### config.mk
export PLATFORM = sky130hd
export DESIGN_NAME = demux1to8_seq
export DESIGN_NICKNAME = d
export VERILOG_FILES = /design/src/rtl/demux_pkg.sv /design/src/rtl/demux_lane_reg.sv /design/src/rtl/demux1to8_seq.sv
export SDC_FILE = /design/constraint.sdc
export NUM_CORES = 1
export LEC_CHECK = 0
export BUFFER_PORTS_ARGS = -buffer_cell sky130_fd_sc_hd__buf_2
export CORE_MARGIN = 2
export CORE_UTILIZATION = 55
export CTS_BUF_LIST = sky130_fd_sc_hd__clkbuf_8
export CTS_CLUSTER_DIAMETER = 40
export CTS_CLUSTER_SIZE = 12
export DETAILED_ROUTE_END_ITERATION = 12
export PLACE_DENSITY = 0.84
export SLEW_MARGIN = 30
export SYNTH_ARGS = -nofsm -noshare
export SYNTH_HDL_FRONTEND = slang
export SYNTH_SLANG_ARGS = --single-unit
### constraint.sdc
create_clock -name clk -period 3.6 [get_ports clk]
set_input_delay 0.72 -clock clk [delete_from_list [all_inputs] [get_ports clk]]
set_output_delay 0.72 -clock clk [all_outputs]
set_load 0.02 [all_outputs]
### src/rtl/demux_pkg.sv
// Shared constants and types for the registered 1-to-8 demultiplexer.
package demux_pkg;
  localparam int LANES = 8;
  localparam int SEL_W = 3;

  typedef logic [SEL_W-1:0] lane_idx_t;

  // One-hot write strobe for the addressed lane, gated by the accept condition.
  function automatic logic [LANES-1:0] lane_onehot(input lane_idx_t idx, input logic en);
    logic [LANES-1:0] v;
    v = {LANES{1'b0}};
    v[idx] = en;
    return v;
  endfunction
endpackage

### src/rtl/demux_lane_reg.sv
// Single-entry register slice for one output lane: write has priority over drain,
// so a same-edge drain and write keeps the lane full with the new word.
module demux_lane_reg #(
  parameter int W = 8
) (
  input  logic         clk,
  input  logic         rst,
  input  logic         wr_en,
  input  logic [W-1:0] wr_data,
  input  logic         rd_ready,
  output logic         valid,
  output logic [W-1:0] data
);
  logic         r_valid;
  logic [W-1:0] r_data;

  // Occupancy flag: set on write, cleared on drain when not rewritten.
  always_ff @(posedge clk) begin
    if (rst) begin
      r_valid <= 1'b0;
    end else if (wr_en) begin
      r_valid <= 1'b1;
    end else if (r_valid && rd_ready) begin
      r_valid <= 1'b0;
    end else begin
      r_valid <= r_valid;
    end
  end

  // Data holds across drains and only changes on a write.
  always_ff @(posedge clk) begin
    if (rst) begin
      r_data <= {W{1'b0}};
    end else if (wr_en) begin
      r_data <= wr_data;
    end else begin
      r_data <= r_data;
    end
  end

  assign valid = r_valid;
  assign data  = r_data;
endmodule

### src/rtl/demux1to8_seq.sv
// Registered 1-to-8 demultiplexer with per-lane valid/ready slices and an accept counter.
// Define DEMUX_RR_EN to steer by a round-robin pointer instead of sel.
module demux1to8_seq
  import demux_pkg::*;
#(
  parameter int W     = 8,
  parameter int CNT_W = 16
) (
  input  logic                 clk,
  input  logic                 rst,
  input  logic                 in_valid,
  output logic                 in_ready,
  input  logic [W-1:0]         in_data,
  input  logic [SEL_W-1:0]     sel,
  output logic [LANES*W-1:0]   out_data,
  output logic [LANES-1:0]     out_valid,
  input  logic [LANES-1:0]     out_ready,
  output logic [CNT_W-1:0]     acc_cnt
);
  lane_idx_t        w_lane;
  logic             w_in_ready;
  logic             w_accept;
  logic [LANES-1:0] w_wr_en;
  logic [LANES-1:0] w_lane_valid;
  logic [CNT_W-1:0] r_acc_cnt;

`ifdef DEMUX_RR_EN
  lane_idx_t r_ptr;

  // Round-robin pointer: advances one lane per accept, never skips full lanes.
  always_ff @(posedge clk) begin
    if (rst) begin
      r_ptr <= '0;
    end else if (w_accept) begin
      r_ptr <= r_ptr + 3'd1;
    end else begin
      r_ptr <= r_ptr;
    end
  end

  assign w_lane = r_ptr;
`else
  assign w_lane = sel;
`endif

  // Ready depends only on the addressed lane and its consumer, never on in_valid.
  always_comb begin
    w_in_ready = 1'b0;
    w_wr_en    = {LANES{1'b0}};
    if (rst) begin
      w_in_ready = 1'b0;
    end else begin
      w_in_ready = !w_lane_valid[w_lane] || out_ready[w_lane];
    end
    w_accept = in_valid && w_in_ready;
    w_wr_en  = lane_onehot(w_lane, w_accept);
  end

  // Accepted-word counter, wraps naturally.
  always_ff @(posedge clk) begin
    if (rst) begin
      r_acc_cnt <= {CNT_W{1'b0}};
    end else if (w_accept) begin
      r_acc_cnt <= r_acc_cnt + {{(CNT_W-1){1'b0}}, 1'b1};
    end else begin
      r_acc_cnt <= r_acc_cnt;
    end
  end

  for (genvar g = 0; g < LANES; g++) begin : g_lane
    demux_lane_reg #(.W(W)) u_lane (
      .clk      (clk),
      .rst      (rst),
      .wr_en    (w_wr_en[g]),
      .wr_data  (in_data),
      .rd_ready (out_ready[g]),
      .valid    (w_lane_valid[g]),
      .data     (out_data[g*W +: W])
    );
  end

  assign in_ready  = w_in_ready;
  assign out_valid = w_lane_valid;
  assign acc_cnt   = r_acc_cnt;
endmodule

== Word-level counts from Yosys, hierarchy flattened ==
Cells that the tools add are included.
Storage, ports and cells
  bits in registers: 88
  ROM bits: 0
  logic and storage cells: 64
  bits in writable memories: 0
  memories: 0
  latch bits: 0
Cells by class
  reductions and logical operators: 20
  shift-type cells: 0
  multiplexer cells: 23
  add/subtract/negate cells: 1
  $lt $le $gt $ge: 2
  equality and inequality tests: 0
  bitwise gates (word level): 1
  $mul: 0
  div/mod/pow operators: 0
Operators with widths (count)
  $mux 1: 20
  $add 16x1->16 const B: 1
  $reduce_bool 2->1: 8
  $logic_and 1x1->1: 10
  $and 8x8->8: 1
  $bmux 1 s3: 2
  $lt 3x4->1 const B: 1
  $demux 1 s3: 1
  $ge 3x1->1 const B: 1
  $logic_not 1->1: 1
  $logic_or 1x1->1: 1

== Depth between registers and ports, before layout ==
  depth after elaboration: 8
  mapped depth: 10
  gate-level depth less buffers: 5

== Modules after synthesis ==
A second synthesis with hierarchy kept.
Second synthesis, totals
  cells, all modules: 359
  area total of the unflattened synthesis: 3618.5 µm²
Modules (own cells, without submodules)
  demux_lane_reg: seq. area each 180.2 µm², cells each 30, instances 8, area an instance 321.6 µm²
  demux1to8_seq: seq. area each 320.3 µm², cells each 119, instances 1, area an instance 1046.0 µm²

== Worst setup path after synthesis ==
No wires, ideal clock.
  kind: input to output
  start point: input port sel[0]
  end point: output port in_ready
  stages on the path: 7
  data arrival time: 2.103 ns
  path buffers: 3
  setup slack: 0.777 ns
  cell sequence: buf_4 > or2b_2 > o32ai_2 > o31a_4 > buf_6 > buf_2 > nor2_1
On the way
  cells in the longest elaborated chain, start to end: 5
  elaborated cells on any way between the ends: 7
  classes of those cells: mux (5); reduce/logical (2)
RTL lines
  start: declaration: RTL line demux1to8_seq.sv:14  | input logic [SEL_W-1:0] sel,
  $bmux 1 s3: RTL line demux1to8_seq.sv:53  | w_in_ready = !w_lane_valid[w_lane] || out_ready[w_lane];
  $mux 1 (implied by the code): RTL line demux1to8_seq.sv:53
  $logic_not 1->1: RTL line demux1to8_seq.sv:53
  $logic_or 1x1->1 *: RTL line demux1to8_seq.sv:53
  $mux 1 *: RTL line demux1to8_seq.sv:50  | if (rst) begin
  end: declaration: RTL line demux1to8_seq.sv:12  | output logic in_ready,
Mark *: on every way between the ends. The rest lies on a longest branch, timed or not. The select of a mux whose other input is x is not followed.

== Worst setup path in the final report ==
  start point: input port sel[2]
  end point: output port in_ready
The elaborated chain is that of the path after synthesis.

==> summary.md <==
| Metric | Value |
|---|---|
| Status | `finished clean` |
| HPWL after detailed placement | `7057 µm` |
| Post-Layout Inst Area | `~0.0046 mm²` |
| # clock sinks | `88` |
| Die footprint | `just under 0.008 mm²` |
| Antenna Violating Nets Remaining | `0` |
| Share of layout cells above drive strength 1 | `0.2641` |
| Mapped Cells | `469` |
| Crit path top cell by count | `buf_2` |
| Yosys warns | `0` |
| CTS root buf | `clkbuf_8` |
| Net Count, Synth | `492` |
| Area grow syn2layout | `19.22%` |
| Slowest cell delay on critical path | `0.61 ns` |
| CP Class | `input port to output port` |
| PD cells | `445.6 mW/mm²` |
| Num CTS Buffers | `9` |
| Fin. max-slew vios | `0` |
| Postcts setup bufs | `0` |
| Max-slew headroom | `0.4096` |
| IO buf count | `110` |
| Skew final | `0.01192 ns` |
| CP max stage cell | `o32ai_1` |
| Max_cap viols | `0` |
| Hold wc startpoint | `g_lane[5].u_lane.data[1]` |
| Routed len/inst | `16.57 µm` |
| Reg2reg end | `acc_cnt[5]` |
| CP required | `approximately 2.9 ns` |
| Non-Filler Instances | `645` |
| R2R cell count | `6` |
| Router iterations before antenna repair | `5` |
| Wl on met1 | `4328 µm` |
| Largest net degree at the start of global routing | `89` |
| Largest family of logic cells by synthesized area | `compound AO/OA/AOI/OAI gates` |
| Area contributors post-synth | `dfxtp_1, a21oi_1, nand3_1, o21ai_0, clkbuf_1` |
| Setup-failing EPs final | `0` |
| Post-CTS sizing | `0` |
| Final Hold Fails | `0` |
| Die height | `between 80 and 90 µm` |
| Worst-path clk slew | `0.09 ns` |
| Initial antenna violation count | `0` |
| Buffer depth of the longest clock path | `2` |
| Simple-gate share of the synthesized area | `0.1971` |
| First-pass GRT wire length | `16840 µm` |
| HP Class | `flip-flop to flip-flop` |
| Worst setup startpoint | `sel[2]` |
| Mapped Area | `0.003847 mm²` |
| Core area | `0.006794 mm²` |
| Final period util | `0.8549` |
| Compound-Gate Fraction of Synth Area | `0.2371` |
| Starting Density | `0.5663` |
| Routability cong. | `0.9065` |
| Remaining Overflow, GRT | `0` |
| Slew @ Worst Pin | `0.8857 ns` |
| Routed length on met2 | `between 5000 and 6000 µm` |
| Post-DP Area | `0.004317 mm²` |
| WHS Path Cells | `2` |
| R2R setup slack | `around 1.3 ns` |
| H-tree depth | `3` |
| I/O Pins | `111` |
| Fin crit period | `roughly 3 ns` |
| CTS Hold Bufs | `0` |
| N_diodes | `0` |
| Synth Area in XOR/XNOR | `0` |
| Vias in the first global route | `3453` |
| Max Used Layer | `met4` |
| Hold Path End | `g_lane[5].u_lane.data[1]` |
| Synth Register Bits | `a little under 90` |
| Critical path cell sequence | `buf_2, clkinv_1, o32ai_1, o31a_4, nor2_1, buf_2` |
| GRT Overall Usage | `0.2778` |
| Total placed cells including tap cells | `629` |
| Iter 0 DRT Violations | `~360` |
| Post-synth cell types | `43` |
| RSZ-0062 raised after global routing | `no` |
| Proportion of synthesized area in mux cells | `0.02667` |
| Crit start category | `input port` |
| Crit path max-delay family | `compound AO/OA/AOI/OAI gates` |
| Synth Area in Adders | `0.003252` |
| Vias per cell | `between 6 and 7` |
| CTS tree | `done` |
| Setup TNS | `0 ns` |
| Final wirelength | `10690 µm` |
| Vias | `3931` |
| Worst path bufs/invs | `3` |
| Die W | `87.64 µm` |
| Worst R2R Start | `g_lane[0].u_lane.valid` |
| Yosys top cell area share | `0.4579` |
| Met3 wire length | `1025 µm` |
| DRC viols | `0` |
| Peak VDD IR | `0.0002447 V` |
| Mapped Avg Cell Area | `about 8 µm²` |
| CP max FO | `16` |
| Endpoint type of the worst setup path | `output port` |
| Clk_lat worst skew | `between 0.3 and 0.4 ns` |
| Area leader, netlist | `dfxtp_1` |
| # rows | `30` |
| Sequential share of the synthesized area | `0.4579` |
| Max Clk Rate | `324.9 MHz` |
| Critical Path AT | `roughly 2.4 ns` |
| Leak | `0.001813 µW` |
| Layout Nets | `567` |
| Fill count | `558` |
-- cell families (layout without fill, tap and decap cells) --
family	after synthesis	after routing
AO/OA/AOI/OAI	170	170
AND/OR/NAND/NOR	144	144
adder cells (fa/ha/maj)	1	1
multiplexers	6	6
buffers and inverters	60	140
flip-flops	88	88
-- placed cells by master, fill, tap and decap left out, types with 2 or more instances in the layout --
| master | instances |
|---|---|
| dfxtp_1 | 88 |
| nor2b_1 | 9 |
| nor2_1 | 12 |
| or4_1 | 6 |
| and3_1 | 3 |
| or3_1 | 12 |
| a21oi_1 | 85 |
| inv_6 | 3 |
| inv_1 | 3 |
| nand2_1 | 11 |
| o21ai_0 | 69 |
| o31ai_1 | 6 |
| nand4_1 | 5 |
| bufinv_16 | 4 |
| buf_2 | 110 |
| nor3_1 | 7 |
| clkbuf_8 | 9 |
| mux2i_1 | 2 |
| o21ai_1 | 2 |
| nand3_1 | 73 |
| buf_4 | 10 |
-- cell type report --
| type | instances | area [µm²] | share of cell area |
|---|---|---|---|
| multi-input combinational | 321 | 1794 | 0.3912 |
| clock buffer | 9 | 123.9 | 0.02700 |
| clock inverter | 7 | 146.4 | 0.03191 |
| tap | 96 | 120.1 | 0.02619 |
| sequential | 88 | 1762 | 0.3841 |
| inverter | 4 | 15.01 | 0.003273 |
| timing repair buffer | 120 | 625.6 | 0.1364 |
-- worst max path at each step --
stage | end | slack [ns] | cells after the start
6_report | in_ready | 0.52 | 6
5_1_grt | in_ready | 0.43 | 6
4_1_cts | in_ready | 0.57 | 6
3_5_place_dp | acc_cnt[5] | 0.54 | 7
2_1_floorplan | in_ready | 0.78 | 7
3_3_place_gp | acc_cnt[5] | 0.65 | 7
-- registers in the layout, indices dropped and copies added (netlist names) --
name / count
g_lane.u_lane.valid: 8
acc_cnt: 16
g_lane.u_lane.data: 64
-- synth_stat cells (all sizes together) --
library cell  count
a21oi            85
and2              1
and3              3
buf              28
clkbuf           28
clkinv            1
dfxtp            88
ha                1
inv               3
mux2              1
mux2i             3
mux4              2
nand2            11
nand2b            2
nand3            73
nand4             5
nor2             12
nor2b             9
nor3              7
nor4              1
o211ai            1
o21ai            71
o22ai             1
o311ai            1
o31a              1
o31ai             7
o32ai             2
o41ai             1
or2b              1
or3              12
or3b              1
or4               6
-- tightest hold or removal path, stage by stage (launching register included) --
cell     delay, ns
dfxtp_1       0.31
o21ai_0       0.06
a21oi_1       0.06
-- metal layers --
layer	up-vias	GRT usage
met5	-	0
met4	0	0.1189
met3	32	0.05938
met2	222	0.4366
met1	1842	0.3711
li1	1835	-
-- report_power, final --
part / switching [µW] / total (µW) / internal (µW)
Sequential: 7.60 / 992 / 985
Clock: 373 / 912 / 539
Combinational: 98.1 / 140 / 41.6
-- per-stage QoR --
step	util	setup WS, ns	hold WS [ns]	total power [µW]
global route	0.6751	0.4264	0.5025	2101
finish	0.6751	0.5224	0.4757	2044
floorplan	-	0.7768	0.5511	1109
global placement	0.6354	0.6456	0.4584	1148
detailed placement	0.6354	0.5354	0.4646	1152
CTS	0.6751	0.5734	0.4766	2044
Note: power is estimated with default switching activity, not from simulation.
